$ cat src/rtl/rxll_pkg.sv
// rxll_pkg: shared FIFO word layout and read-scheduler state encoding.
package rxll_pkg;
  localparam int RXLL_SOF_BIT = 35;
  localparam int RXLL_EOF_BIT = 34;
  localparam int RXLL_ERR_BIT = 33;
  typedef enum logic [2:0] {ST_IDLE, ST_REQ, ST_BURST, ST_DONE, ST_FLUSH} state_e;
endpackage

$ cat src/rtl/rxll_rd_sched_if.sv
// rxll_rd_sched_if: DMA request/grant and data handshake between scheduler and DMA engine.
interface rxll_rd_sched_if;
  logic        dma_req;
  logic        dma_gnt;
  logic [31:0] dma_data;
  logic        dma_valid;
  logic        dma_ready;
  logic        dma_last;
  modport master (output dma_req, dma_data, dma_valid, dma_last, input dma_gnt, dma_ready);
  modport slave (input dma_req, dma_data, dma_valid, dma_last, output dma_gnt, dma_ready);
endinterface

$ cat src/rtl/rxll_frame_acc.sv
// rxll_frame_acc: per-frame saturating word count and error OR with held result registers.
module rxll_frame_acc
  import rxll_pkg::*;
#(
  parameter int C_LEN_WIDTH = 16
) (
  input  logic                   rd_clk,
  input  logic                   rst,
  input  logic                   word_i,
  input  logic                   sof_i,
  input  logic                   err_i,
  input  logic                   force_err_i,
  input  logic                   load_i,
  input  logic                   clr_i,
  output logic [C_LEN_WIDTH-1:0] frame_len_o,
  output logic                   frame_err_o
);
  logic [C_LEN_WIDTH-1:0] len_q, len_d, frame_len_q;
  logic                   err_q, err_d, frame_err_q;
  always_comb begin
    len_d = len_q;
    err_d = err_q;
    if (word_i) begin
      len_d = sof_i ? C_LEN_WIDTH'(1) : (&len_q ? len_q : len_q + 1'b1);
      err_d = (sof_i ? 1'b0 : err_q) | err_i | force_err_i;
    end
  end
  // results are loaded with the next-state values so they are valid alongside frame_done
  always_ff @(posedge rd_clk) begin
    if (rst) begin
      len_q       <= '0;
      err_q       <= 1'b0;
      frame_len_q <= '0;
      frame_err_q <= 1'b0;
    end else begin
      len_q <= clr_i ? '0 : len_d;
      err_q <= clr_i ? 1'b0 : err_d;
      if (load_i) begin
        frame_len_q <= len_d;
        frame_err_q <= err_d;
      end
    end
  end
  assign frame_len_o = frame_len_q;
  assign frame_err_o = frame_err_q;
endmodule

$ cat src/rtl/rxll_rd_sched.sv
// rxll_rd_sched: drains the FWFT receive FIFO to the DMA port in granted bursts and reports per-frame status.
module rxll_rd_sched
  import rxll_pkg::*;
#(
  parameter int C_BURST     = 16,
  parameter int C_LEN_WIDTH = 16
) (
  input  logic                   rd_clk,
  input  logic                   rst,
  input  logic [35:0]            fifo_do,
  input  logic                   fifo_empty,
  input  logic                   fifo_almost_empty,
  input  logic                   fifo_eof_rdy,
  output logic                   fifo_rd_en,
  rxll_rd_sched_if.master        dma,
  input  logic                   abort,
  output logic                   frame_done,
  output logic [C_LEN_WIDTH-1:0] frame_len,
  output logic                   frame_err,
  output logic                   flush_busy
);
  localparam int BW = (C_BURST > 1) ? $clog2(C_BURST) : 1;
  state_e          state_q, state_d;
  logic [BW-1:0]   bcnt_q;
  logic            dma_req_q, frame_done_q, flush_busy_q;
  logic            eof, in_burst, in_flush, xfer, flush_pop, start, abort_ok, unused;
  assign eof        = fifo_do[RXLL_EOF_BIT];
  assign in_burst   = state_q == ST_BURST;
  assign in_flush   = state_q == ST_FLUSH;
  assign dma.dma_valid = in_burst && !fifo_empty;
  assign dma.dma_data  = fifo_do[31:0];
  assign dma.dma_last  = dma.dma_valid && (bcnt_q == BW'(C_BURST - 1) || eof);
  assign dma.dma_req   = dma_req_q;
  assign xfer       = dma.dma_valid && dma.dma_ready;
  assign flush_pop  = in_flush && !fifo_empty;
  assign fifo_rd_en = xfer || flush_pop;
  assign start      = !fifo_empty && (fifo_eof_rdy || !fifo_almost_empty);
  assign abort_ok   = abort && (state_q inside {ST_IDLE, ST_REQ, ST_BURST});
  assign unused     = fifo_do[32];
  always_comb begin
    state_d = state_q;
    case (state_q)
      ST_IDLE:  state_d = abort_ok ? ST_FLUSH : start ? ST_REQ : ST_IDLE;
      ST_REQ:   state_d = abort_ok ? ST_FLUSH : dma.dma_gnt ? ST_BURST : ST_REQ;
      ST_BURST: state_d = (xfer && eof) ? ST_DONE : abort_ok ? ST_FLUSH :
                          (xfer && dma.dma_last) ? ST_IDLE : ST_BURST;
      ST_FLUSH: state_d = (flush_pop && eof) ? ST_DONE : ST_FLUSH;
      default:  state_d = ST_IDLE;
    endcase
  end
  always_ff @(posedge rd_clk) begin
    if (rst) begin
      state_q      <= ST_IDLE;
      bcnt_q       <= '0;
      dma_req_q    <= 1'b0;
      frame_done_q <= 1'b0;
      flush_busy_q <= 1'b0;
    end else begin
      state_q      <= state_d;
      bcnt_q       <= (state_q == ST_REQ) ? '0 : xfer ? bcnt_q + 1'b1 : bcnt_q;
      dma_req_q    <= state_d == ST_REQ;
      frame_done_q <= state_d == ST_DONE;
      flush_busy_q <= state_d == ST_FLUSH;
    end
  end
  assign frame_done = frame_done_q;
  assign flush_busy = flush_busy_q;
  rxll_frame_acc #(.C_LEN_WIDTH(C_LEN_WIDTH)) u_acc (
    .rd_clk      (rd_clk),
    .rst         (rst),
    .word_i      (fifo_rd_en),
    .sof_i       (fifo_do[RXLL_SOF_BIT]),
    .err_i       (fifo_do[RXLL_ERR_BIT]),
    .force_err_i (flush_pop && eof),
    .load_i      (state_d == ST_DONE && state_q != ST_DONE),
    .clr_i       (state_q == ST_DONE),
    .frame_len_o (frame_len),
    .frame_err_o (frame_err)
  );
endmodule

$ cat src/flat_wrapper.sv
// flat-port wrapper written by rule: the top's interface ports become plain ports
module rxll_rd_sched_flat import rxll_pkg::*;
#(
  parameter int C_BURST     = 16,
  parameter int C_LEN_WIDTH = 16
)
  (rd_clk, rst, fifo_do, fifo_empty, fifo_almost_empty, fifo_eof_rdy, fifo_rd_en, abort, frame_done, frame_len, frame_err, flush_busy, dma_dma_req, dma_dma_data, dma_dma_valid, dma_dma_last, dma_dma_gnt, dma_dma_ready);
  rxll_rd_sched_if dma_i ();
  input  logic rd_clk;
  input  logic rst;
  input  logic [35:0] fifo_do;
  input  logic fifo_empty;
  input  logic fifo_almost_empty;
  input  logic fifo_eof_rdy;
  output logic fifo_rd_en;
  input  logic abort;
  output logic frame_done;
  output logic [C_LEN_WIDTH-1:0] frame_len;
  output logic frame_err;
  output logic flush_busy;
  output wire logic [$bits(dma_i.dma_req)-1:0] dma_dma_req;
  output wire logic [$bits(dma_i.dma_data)-1:0] dma_dma_data;
  output wire logic [$bits(dma_i.dma_valid)-1:0] dma_dma_valid;
  output wire logic [$bits(dma_i.dma_last)-1:0] dma_dma_last;
  input wire logic [$bits(dma_i.dma_gnt)-1:0] dma_dma_gnt;
  input wire logic [$bits(dma_i.dma_ready)-1:0] dma_dma_ready;
  assign dma_dma_req = dma_i.dma_req;
  assign dma_dma_data = dma_i.dma_data;
  assign dma_dma_valid = dma_i.dma_valid;
  assign dma_dma_last = dma_i.dma_last;
  assign dma_i.dma_gnt = dma_dma_gnt;
  assign dma_i.dma_ready = dma_dma_ready;
  rxll_rd_sched #(.C_BURST(C_BURST), .C_LEN_WIDTH(C_LEN_WIDTH)) u_core (.rd_clk(rd_clk), .rst(rst), .fifo_do(fifo_do), .fifo_empty(fifo_empty), .fifo_almost_empty(fifo_almost_empty), .fifo_eof_rdy(fifo_eof_rdy), .fifo_rd_en(fifo_rd_en), .dma(dma_i), .abort(abort), .frame_done(frame_done), .frame_len(frame_len), .frame_err(frame_err), .flush_busy(flush_busy));
endmodule
$ cat config.mk
export PLATFORM = sky130hd
export DESIGN_NAME = rxll_rd_sched_flat
export DESIGN_NICKNAME = d
export VERILOG_FILES = /design/src/rtl/rxll_pkg.sv /design/src/rtl/rxll_rd_sched_if.sv /design/src/rtl/rxll_frame_acc.sv /design/src/rtl/rxll_rd_sched.sv /design/src/flat_wrapper.sv
export SDC_FILE = /design/constraint.sdc
export NUM_CORES = 1
export LEC_CHECK = 0
export ABC_AREA = 1
export BUFFER_PORTS_ARGS = -buffer_cell sky130_fd_sc_hd__buf_2
export CELL_PAD_IN_SITES_DETAIL_PLACEMENT = 1
export CELL_PAD_IN_SITES_GLOBAL_PLACEMENT = 1
export CORE_AREA = 2 2 88 90
export DETAILED_ROUTE_END_ITERATION = 10
export DIE_AREA = 0 0 90 92
export GPL_TIMING_DRIVEN = 0
export PLACE_DENSITY_LB_ADDON = 0.1
export SETUP_SLACK_MARGIN = 0.05
export SYNTH_ARGS = -nofsm -noshare
export SYNTH_HDL_FRONTEND = slang
export SYNTH_SLANG_ARGS = --single-unit
$ cat constraint.sdc
create_clock -name rd_clk -period 4.5 [get_ports rd_clk]
set_input_delay 1.35 -clock rd_clk [delete_from_list [all_inputs] [get_ports rd_clk]]
set_output_delay 1.35 -clock rd_clk [all_outputs]
set_load 0.03 [all_outputs]
[Word level (Yosys, flattened, before mapping)]
Index checks and enable logic that the tools add are counted.
Word-level totals
  register bits: 44
  bits of input ports: 44
  output and inout port bits: 55
  word-level logic and storage cells: 56
Cells by class
  add/sub/neg operators: 2
  equality and inequality tests: 9
  muxes and demuxes: 14
  bitwise logic cells: 2
  reduce and logical (&&, ||, !) cells: 20
Operators by type and width (number)
  $mux 16: 3
  $add 16x1->16 const B: 1
  $reduce_and 16->1: 1
  $mux 3: 5
  $pmux 3 s4: 1
  $logic_and 1x1->1: 10
  $eq 3x2->1 const B: 3
  $eq 3x1->1 const B: 2
  $eq 3x3->1 const B: 2
  $add 4x1->4 const B: 1
  $eq 4x4->1 const B: 1
  $mux 2: 2
  $reduce_or 2->1: 2
  $logic_not 3->1: 1
  $logic_or 1x1->1: 3
  $mux 1: 3
  $ne 3x2->1 const B: 1
  $reduce_bool 3->1: 1
  $logic_not 1->1: 2
  $or 1x1->1: 2

[Logic depth before layout (Yosys ltp)]
Gate-level depths: netlist of the first run.
  depth in word-level cells: 10
  gate-level depth with buffers: 11
  depth with buffers taken out: 11

[Modules after synthesis]
Synthesis of the first run repeated with hierarchy kept, for this count alone.
Second synthesis, totals
  cell total of the unflattened synthesis: 392
  area total of the unflattened synthesis: 2615.0 µm²
By module, submodules not included
  rxll_frame_acc: times used 1, cells an instance 284, area each 1861.8 µm², seq. area each 680.7 µm²
  rxll_rd_sched: times used 1, cells an instance 108, area each 753.2 µm², seq. area each 200.2 µm²

[Least setup slack after synthesis of the first run]
No wires, ideal clock.
  path kind: input to output
  from: input port fifo_empty
  to: output port fifo_rd_en
  data arrival time: 1.977 ns
  required time: 3.150 ns
  slack: 1.173 ns
  cell stages on the path: 5
  buffers on the path: 2
  cells stage by stage: nor2_8 > nand2_4 > nand2_4 > buf_12 > buf_12
On the way
  cells in the longest elaborated chain, start to end: 4
  elaborated cells on any way between the ends: 5
  classes of those cells: reduce/logical: 5
RTL lines
  start, declared: line flat_wrapper.sv:12  | input logic fifo_empty;
  $logic_not 1->1 *: line rxll_rd_sched.sv:30, rxll_rd_sched.sv:35
  $logic_and 1x1->1: line rxll_rd_sched.sv:30  | assign dma.dma_valid = in_burst && !fifo_empty;
  $logic_and 1x1->1: line rxll_rd_sched.sv:34  | assign xfer = dma.dma_valid && dma.dma_ready;
  $logic_or 1x1->1 *: line rxll_rd_sched.sv:36  | assign fifo_rd_en = xfer || flush_pop;
  end, declared: line flat_wrapper.sv:15  | output logic fifo_rd_en;
Every way passes the cells marked *; elsewhere a longest branch is shown, timed or not.

[Worst setup path in the final report of the first run]
Ends and elaborated chain as after synthesis.

==> results of run 1 <==
-- worst max-delay path: stages --
cell and delay, ns:
sky130_fd_sc_hd__buf_2 0.13, sky130_fd_sc_hd__inv_1 0.09, sky130_fd_sc_hd__nand3_1 0.16, sky130_fd_sc_hd__nand2_4 0.13, sky130_fd_sc_hd__buf_12 0.14, sky130_fd_sc_hd__buf_12 0.15, sky130_fd_sc_hd__buf_2 0.20
-- per-layer routing --
layer  vias to the layer above  GRT usage (%)  share of wire [%]
met5                         -              0                  0
met1                      1234           23.0                 45
met4                         0           6.54                2.2
met2                        85           33.6                 47
met3                        14           3.62                5.7
li1                       1328              -                  -
-- power groups by stage --
stage | registers (mW) | clock network, mW | logic, mW
5_1_grt | 0.416 | 0.343 | 0.203
3_5_place_dp | 0.423 | 0 | 0.189
3_3_place_gp | 0.422 | 0 | 0.187
4_1_cts | 0.414 | 0.327 | 0.190
6_report | 0.414 | 0.321 | 0.188
2_1_floorplan | 0.439 | 0 | 0.118
-- how the worst max path moves through the flow --
stage / from / endpoint / slack (ns)
2_1_floorplan: fifo_empty / fifo_rd_en / 1.17
3_3_place_gp: fifo_empty / fifo_rd_en / 0.79
3_5_place_dp: fifo_empty / fifo_rd_en / 0.80
4_1_cts: fifo_empty / fifo_rd_en / 0.79
6_report: fifo_empty / fifo_rd_en / 0.79
5_1_grt: fifo_empty / fifo_rd_en / 0.71
-- flip-flops by register name, indices dropped and copies added, names as in the netlist --
| signal | count |
|---|---|
| u_core.frame_done | 1 |
| u_core.dma.dma_req | 1 |
| u_core.u_acc.frame_len_o | 16 |
| u_core.u_acc.len_q | 16 |
| u_core.u_acc.err_q | 1 |
| u_core.state_q | 3 |
| u_core.bcnt_q | 4 |
| u_core.u_acc.frame_err_o | 1 |
| u_core.flush_busy | 1 |
-- cell type report --
| class | count | area [um^2] |
|---|---|---|
| Multi-Input combinational cell | 235 | 1240 |
| Sequential cell | 44 | 881 |
| Clock buffer | 5 | 68.8 |
| Fill cell | 995 | 4210 |
| Timing Repair Buffer | 65 | 325 |
| Buffer | 41 | 319 |
| Tap cell | 102 | 128 |
| Inverter | 60 | 225 |
| Clock inverter | 3 | 47.5 |
-- kinds of logic after synthesis --
group / after synthesis / share of synthesized area [%]
AO/OA/AOI/OAI: 46 / 9.53
XOR/XNOR: 4 / 1.31
adder cells (fa/ha/maj): 2 / 0.939
buffers and inverters: 101 / 20.4
flip-flops: 44 / 33.1
AND/OR/NAND/NOR: 183 / 34.7
-- layout by cell type (no fill, tap or decap), types with 2 or more instances in the layout --
cell type and n:
sky130_fd_sc_hd__buf_4 34, sky130_fd_sc_hd__ha_1 2, sky130_fd_sc_hd__nand4_1 8, sky130_fd_sc_hd__nand2_4 2
sky130_fd_sc_hd__xnor2_1 4, sky130_fd_sc_hd__clkinv_4 2, sky130_fd_sc_hd__nand2_2 2, sky130_fd_sc_hd__a21oi_1 20
sky130_fd_sc_hd__nand3b_1 3, sky130_fd_sc_hd__nand3_1 43, sky130_fd_sc_hd__clkbuf_8 5, sky130_fd_sc_hd__dfxtp_1 44
sky130_fd_sc_hd__or2_2 4, sky130_fd_sc_hd__nor3b_1 2, sky130_fd_sc_hd__nand3_4 2, sky130_fd_sc_hd__nor2_1 24
sky130_fd_sc_hd__nand2_1 80, sky130_fd_sc_hd__buf_2 69, sky130_fd_sc_hd__clkinv_1 2, sky130_fd_sc_hd__inv_1 57
sky130_fd_sc_hd__o21ai_0 18, sky130_fd_sc_hd__a31oi_1 2, sky130_fd_sc_hd__nand3_2 10, sky130_fd_sc_hd__buf_12 2
-- metrics by stage --
step / hold slack, ns / total power [mW] / instances / util [%] / worst slack [ns]
global placement: 0.469 / 0.609 / 547 / 41.9 / 0.794
finish: 0.501 / 0.922 / 555 / 43.4 / 0.793
global route: 0.523 / 0.961 / 555 / 43.4 / 0.711
CTS: 0.495 / 0.931 / 555 / 43.4 / 0.789
floorplan: 0.452 / 0.558 / 380 / - / 1.17
detailed placement: 0.479 / 0.612 / 547 / 41.9 / 0.795
==> impl_metrics.prom, run 1 <==
# TYPE chip_impl_metric gauge
chip_impl_info{name="status",value="finished, final reports clean"} 1
chip_impl_info{name="grt_setup_unrepaired",value="no"} 1
chip_impl_info{name="reg2reg_to",value="u_core.u_acc.frame_len_o[3]$_SDFFE_PP0P_"} 1
chip_impl_metric{name="final_cell_area",unit="um^2"} 3230
chip_impl_metric{name="worstPathArrival",unit="ns"} 2.36
chip_impl_metric{name="max_freq",unit="MHz"} 270
chip_impl_metric{name="latest_clock_arrival_within_the_worst_skew_pair",unit="ns"} 0.30
chip_impl_metric{name="final.period_utilization",unit="%"} 82.4
chip_impl_metric{name="floorplan.rows",unit=""} 32
chip_impl_info{name="startpoint_type",value="input pin"} 1
chip_impl_metric{name="slew_violations",unit=""} 0
chip_impl_metric{name="worst-r2r-setup-slack",unit="ns"} 2.57
chip_impl_metric{name="remaining_antenna_violation_count_after_routing",unit=""} 0
chip_impl_metric{name="detailed_place.area",unit="um^2"} 3120
chip_impl_info{name="worst_hold_startpoint",value="u_core.bcnt_q[1]$_SDFFE_PP0N_"} 1
chip_impl_metric{name="layout_min_cycle_time",unit="ns"} 3.71
chip_impl_metric{name="num_vias",unit=""} 2661
chip_impl_metric{name="ctsLongestPathBuffers",unit=""} 2
chip_impl_metric{name="start_util",unit="%"} 35.8
chip_impl_metric{name="die_h",unit="um"} 92
chip_impl_metric{name="tritoncts_num_sinks",unit=""} 44
chip_impl_metric{name="firstDrtPassIters",unit=""} 4
chip_impl_metric{name="r2r_depth",unit=""} 10
chip_impl_metric{name="ctsResizeCount",unit=""} 0
chip_impl_metric{name="timing_worst_slew_pin_value",unit="ns"} 0.715
chip_impl_metric{name="power-per-cell-area",unit="nW/um^2"} 285
chip_impl_metric{name="coreArea",unit="um^2"} 7450
chip_impl_info{name="synth_ff_type",value="sky130_fd_sc_hd__dfxtp_1"} 1
chip_impl_metric{name="cts_max_level",unit=""} 2
chip_impl_metric{name="dp_hpwl",unit="um"} 6060
chip_impl_metric{name="power_switching",unit="uW"} 286
chip_impl_info{name="netlist_top_cells_area",value="sky130_fd_sc_hd__dfxtp_1 33%, sky130_fd_sc_hd__nand2_1 11%, sky130_fd_sc_hd__buf_4 9.6%, sky130_fd_sc_hd__nand3_1 8.1%, sky130_fd_sc_hd__inv_1 8.0%"} 1
chip_impl_metric{name="grt_max_degree",unit=""} 16
chip_impl_info{name="criticalPathCategory",value="input pin to output port"} 1
chip_impl_info{name="worstSetupEndpointType",value="output port"} 1
chip_impl_metric{name="net_total_in_the_final_layout",unit=""} 498
chip_impl_metric{name="antenna_found_initial",unit=""} 0
chip_impl_metric{name="yosys_warnings",unit=""} 0
chip_impl_metric{name="hold_fix_buffer_count_after_cts",unit=""} 0
chip_impl_metric{name="grt_first_pass_wirelength",unit="um"} 12900
chip_impl_metric{name="die_w",unit="um"} 90
chip_impl_metric{name="timing.final.setup_violations",unit=""} 0
chip_impl_metric{name="share_seq_of_total_power",unit="%"} 44.8
chip_impl_metric{name="post_cts_buffers",unit=""} 0
chip_impl_info{name="netlist_top_cells_count",value="80 x sky130_fd_sc_hd__nand2_1, 57 x sky130_fd_sc_hd__inv_1, 44 x sky130_fd_sc_hd__dfxtp_1"} 1
chip_impl_metric{name="ys_ff_latch",unit=""} 44
chip_impl_metric{name="maxCapViolCount",unit=""} 0
chip_impl_metric{name="layout-drive-gt1-share",unit="%"} 30.7
chip_impl_metric{name="vias_per_cell",unit=""} 4.79
chip_impl_metric{name="wl",unit="um"} 7730
chip_impl_metric{name="top_level_ports",unit=""} 99
chip_impl_info{name="crit-reg2reg-launch",value="u_core.u_acc.len_q[0]$_SDFF_PP0_"} 1
chip_impl_metric{name="synthesized_area_per_cell",unit="um^2"} 7.01
chip_impl_metric{name="final.setup.tns",unit="ns"} 0
chip_impl_metric{name="netlist_instances",unit=""} 380
chip_impl_metric{name="total_leakage_power",unit="nW"} 1.66
chip_impl_info{name="netlist.top_cell.by_area",value="sky130_fd_sc_hd__dfxtp_1"} 1
chip_impl_metric{name="ys_types",unit=""} 33
chip_impl_metric{name="intPower",unit="uW"} 636
chip_impl_metric{name="comb_power_share",unit="%"} 20.3
chip_impl_metric{name="drt_first_iter_violations",unit=""} 82
chip_impl_metric{name="synthToLayoutAreaGrowth",unit="%"} 21.4
chip_impl_info{name="clock_tree.root_cell",value="sky130_fd_sc_hd__clkbuf_8"} 1
chip_impl_metric{name="globalRoute.totalOverflow",unit=""} 0
chip_impl_metric{name="diodes",unit=""} 0
chip_impl_info{name="class_of_the_worst_hold_path",value="register to register"} 1
chip_impl_metric{name="clock_power_share",unit="%"} 34.8
chip_impl_metric{name="cts_made_buffers",unit=""} 5
chip_impl_metric{name="route.detailed.wl_per_inst",unit="um"} 13.9
chip_impl_metric{name="synth_enable_flop_cells",unit=""} 0
chip_impl_metric{name="max-slew-margin-rel",unit="%"} 52.0
chip_impl_metric{name="syn-cell-area",unit="um^2"} 2670
chip_impl_metric{name="clk_transition_reported_paths",unit="ns"} 0.09
chip_impl_metric{name="max-vdd-ir-drop",unit="mV"} 0.152
chip_impl_metric{name="gr-usage-all-layers",unit="%"} 19.0
chip_impl_metric{name="switching_share",unit="%"} 31.0
chip_impl_metric{name="min_delay_path_depth",unit=""} 2
chip_impl_metric{name="buffer_ports.inserted",unit=""} 65
chip_impl_metric{name="final-hold-violation-count",unit=""} 0
chip_impl_metric{name="yosysSeqAreaShare",unit="%"} 33.1
chip_impl_metric{name="cp_data_required_time",unit="ns"} 3.15
chip_impl_metric{name="worst_clock_skew",unit="ns"} 0.0132
chip_impl_metric{name="critical_path.max_fanout",unit=""} 10
chip_impl_metric{name="syn_nets",unit=""} 426
chip_impl_metric{name="die_area",unit="um^2"} 8280
chip_impl_metric{name="gp_congestion",unit=""} 0.824
chip_impl_info{name="yosys.cell_count.top_type",value="sky130_fd_sc_hd__nand2_1"} 1
chip_impl_info{name="tritoncts",value="yes"} 1
chip_impl_metric{name="asyncSetResetFlopFracSynth",unit="%"} 0
chip_impl_info{name="worst_hold_path.endpoint",value="u_core.bcnt_q[1]$_SDFFE_PP0N_"} 1
chip_impl_metric{name="via_count_of_the_first_global_routing_pass",unit=""} 2727
chip_impl_metric{name="netlist.area_leader.share",unit="%"} 33.1
chip_impl_metric{name="route.detailed.drc",unit=""} 0
Power figures use the tool's default switching activity.
==> run 2: changes to the inputs <==
CORE_AREA = 2 2 96 98   (was 2 2 88 90)
DIE_AREA = 0 0 98 100   (was 0 0 90 92)
clock period = 3.1 ns   (was 4.5 ns; I/O delays follow)
==> run 2 against run 1 <==
Register-to-register slack worse by 1.4 ns. Sequential power rose by 45%. Sequential share of layout area fell by 0.14 points. Critical path type unchanged. Critical endpoint unchanged. Highest routed layer unchanged.
==> impl_metrics.prom, run 2 (same netlist as run 1, synthesis figures left out) <==
# TYPE chip_impl_metric gauge
chip_impl_metric{name="post-route-util",unit="%"} 36.6
chip_impl_metric{name="final-hold-violation-count",unit=""} 0
chip_impl_info{name="crit_path_cell_trace",value="buf_2 -> inv_1 -> nand3_1 -> nand2_4 -> buf_12 -> buf_12 -> buf_2"} 1
chip_impl_info{name="criticalPathCategory",value="input pin to output port"} 1
chip_impl_metric{name="max-vdd-ir-drop",unit="mV"} 0.218
chip_impl_metric{name="route.detailed.wl_per_inst",unit="um"} 13.5
chip_impl_metric{name="timing_worst_slew_pin_value",unit="ns"} 0.682
chip_impl_metric{name="coreArea",unit="um^2"} 8890
chip_impl_info{name="status",value="finished, final reports clean"} 1
chip_impl_metric{name="final.period_utilization",unit="%"} 93.1
chip_impl_metric{name="post_cts_buffers",unit=""} 0
chip_impl_metric{name="top_level_ports",unit=""} 99
chip_impl_info{name="clock_tree.root_cell",value="sky130_fd_sc_hd__clkbuf_8"} 1
chip_impl_metric{name="ctsLongestPathBuffers",unit=""} 2
chip_impl_metric{name="total_leakage_power",unit="nW"} 1.66
chip_impl_metric{name="firstDrtPassIters",unit=""} 5
chip_impl_metric{name="globalRoute.totalOverflow",unit=""} 0
chip_impl_metric{name="dp_hpwl",unit="um"} 6010
chip_impl_metric{name="vias_per_cell",unit=""} 4.63
chip_impl_metric{name="floorplan.rows",unit=""} 35
chip_impl_metric{name="cp_data_required_time",unit="ns"} 2.17
chip_impl_metric{name="synthToLayoutAreaGrowth",unit="%"} 22.0
chip_impl_metric{name="critPathMaxStageDelay",unit="ns"} 0.21
chip_impl_metric{name="latest_clock_arrival_within_the_worst_skew_pair",unit="ns"} 0.30
chip_impl_metric{name="wl",unit="um"} 7630
chip_impl_metric{name="timing.final.setup_violations",unit=""} 0
chip_impl_metric{name="cts_made_buffers",unit=""} 5
chip_impl_metric{name="power-per-cell-area",unit="nW/um^2"} 416
chip_impl_info{name="timing.critical_path.max_delay_family",value="buffers and inverters"} 1
chip_impl_metric{name="tritoncts_num_sinks",unit=""} 44
chip_impl_metric{name="slew_violations",unit=""} 0
chip_impl_metric{name="clk_transition_reported_paths",unit="ns"} 0.08
chip_impl_metric{name="antenna_found_initial",unit=""} 0
chip_impl_info{name="critical_path.slowest_cell",value="sky130_fd_sc_hd__buf_2"} 1
chip_impl_info{name="worstSetupEndpointType",value="output port"} 1
chip_impl_metric{name="max_freq",unit="MHz"} 346
chip_impl_metric{name="final_cell_area",unit="um^2"} 3250
chip_impl_info{name="grt_setup_unrepaired",value="no"} 1
chip_impl_metric{name="num_vias",unit=""} 2612
chip_impl_metric{name="net_total_in_the_final_layout",unit=""} 498
chip_impl_metric{name="detailed_place.area",unit="um^2"} 3130
chip_impl_metric{name="gr-usage-all-layers",unit="%"} 15.7
chip_impl_metric{name="max-slew-margin-rel",unit="%"} 54.2
chip_impl_metric{name="hold_ws",unit="ns"} 0.498
chip_impl_info{name="layout_commonest_cell",value="sky130_fd_sc_hd__nand2_1"} 1
chip_impl_metric{name="grt_first_pass_wirelength",unit="um"} 12400
chip_impl_metric{name="cts_max_level",unit=""} 2
chip_impl_metric{name="drt_first_iter_violations",unit=""} 59
chip_impl_metric{name="via_count_of_the_first_global_routing_pass",unit=""} 2573
chip_impl_metric{name="route.detailed.drc",unit=""} 0
chip_impl_metric{name="finalPower",unit="mW"} 1.35
chip_impl_metric{name="die_h",unit="um"} 100
chip_impl_metric{name="worst_clock_skew",unit="ns"} 0.00741
chip_impl_metric{name="gp_congestion",unit=""} 0.793
chip_impl_metric{name="remaining_antenna_violation_count_after_routing",unit=""} 0
chip_impl_metric{name="worstPathArrival",unit="ns"} 1.96
chip_impl_metric{name="diodes",unit=""} 0
chip_impl_metric{name="layout-drive-gt1-share",unit="%"} 30.7
chip_impl_info{name="tritoncts",value="yes"} 1
chip_impl_info{name="mostFrequentLayoutCells",value="80 x sky130_fd_sc_hd__nand2_1, 69 x sky130_fd_sc_hd__buf_2, 57 x sky130_fd_sc_hd__inv_1"} 1
chip_impl_metric{name="die_w",unit="um"} 98
chip_impl_metric{name="critical_path.n_buffers_inverters",unit=""} 5
chip_impl_info{name="startpoint_type",value="input pin"} 1
chip_impl_metric{name="critical_path.max_fanout",unit=""} 10
chip_impl_metric{name="die_area",unit="um^2"} 9800
chip_impl_metric{name="buffer_ports.inserted",unit=""} 65
chip_impl_info{name="class_of_the_worst_hold_path",value="register to register"} 1
chip_impl_metric{name="start_util",unit="%"} 30.0
chip_impl_metric{name="maxCapViolCount",unit=""} 0
chip_impl_metric{name="layout_min_cycle_time",unit="ns"} 2.89
chip_impl_metric{name="grt_max_degree",unit=""} 15
chip_impl_metric{name="final.setup.tns",unit="ns"} 0
chip_impl_metric{name="ctsResizeCount",unit=""} 0
chip_impl_metric{name="hold_fix_buffer_count_after_cts",unit=""} 0
run 2: changes by cell type in the layout (fill, tap and decap cells not counted), sizes merged:
cell / delta
clkinv: -1
clkbuf: +1
run 2: where the power goes:
group / switching, mW / internal, mW / total, mW
sequential: 0.0150 / 0.586 / 0.601
clock: 0.217 / 0.264 / 0.481
combinational: 0.176 / 0.0950 / 0.271
run 2: metal layers:
| metal | vias up | track usage, % | share of wire [%] |
|---|---|---|---|
| met1 | 1206 | 19.7 | 46 |
| met4 | 0 | 4.49 | 1.3 |
| met5 | - | 0 | 0 |
| li1 | 1327 | - | - |
| met3 | 8 | 2.51 | 5.1 |
| met2 | 71 | 27.8 | 48 |
run 2: area by class of cell:
| cell class | count | area (um^2) |
|---|---|---|
| buffer | 41 | 319 |
| clock buffer | 6 | 82.6 |
| clock inverter | 2 | 38.8 |
| fill | 1162 | 5640 |
| inverter | 60 | 225 |
| multi-input combinational | 235 | 1240 |
| sequential | 44 | 881 |
| tap | 111 | 139 |
| timing repair buffer | 65 | 325 |
run 2: worst reg2reg max path, delay by kind of cell (launching register included):
| family | cells | cell delay, ns |
|---|---|---|
| buffers and inverters | 2 | 0.28 |
| and+or+nand+nor | 7 | 0.85 |
| adders and majority gates | 1 | 0.26 |
| DFF | 1 | 0.51 |
run 2: path summary, 6_finish.rpt:
| check | slack [ns] | end | cells past startpoint | from |
|---|---|---|---|---|
| worst max-delay path | 0.21 | fifo_rd_en | 7 | fifo_empty |
| worst min-delay path | 0.50 | u_core.bcnt_q[1]$_SDFFE_PP0N_ | 2 | u_core.bcnt_q[1]$_SDFFE_PP0N_ |
| worst max register to register | 1.14 | u_core.u_acc.frame_len_o[4]$_SDFFE_PP0P_ | 10 | u_core.u_acc.len_q[0]$_SDFF_PP0_ |
| worst min register to register | 0.50 | u_core.bcnt_q[1]$_SDFFE_PP0N_ | 2 | u_core.bcnt_q[1]$_SDFFE_PP0N_ |
run 2: per-stage QoR:
step,setup slack [ns],instances
detailed placement,0.212,556
floorplan,0.613,380
global route,0.164,564
global placement,0.233,556
CTS,0.211,564
finish,0.213,564
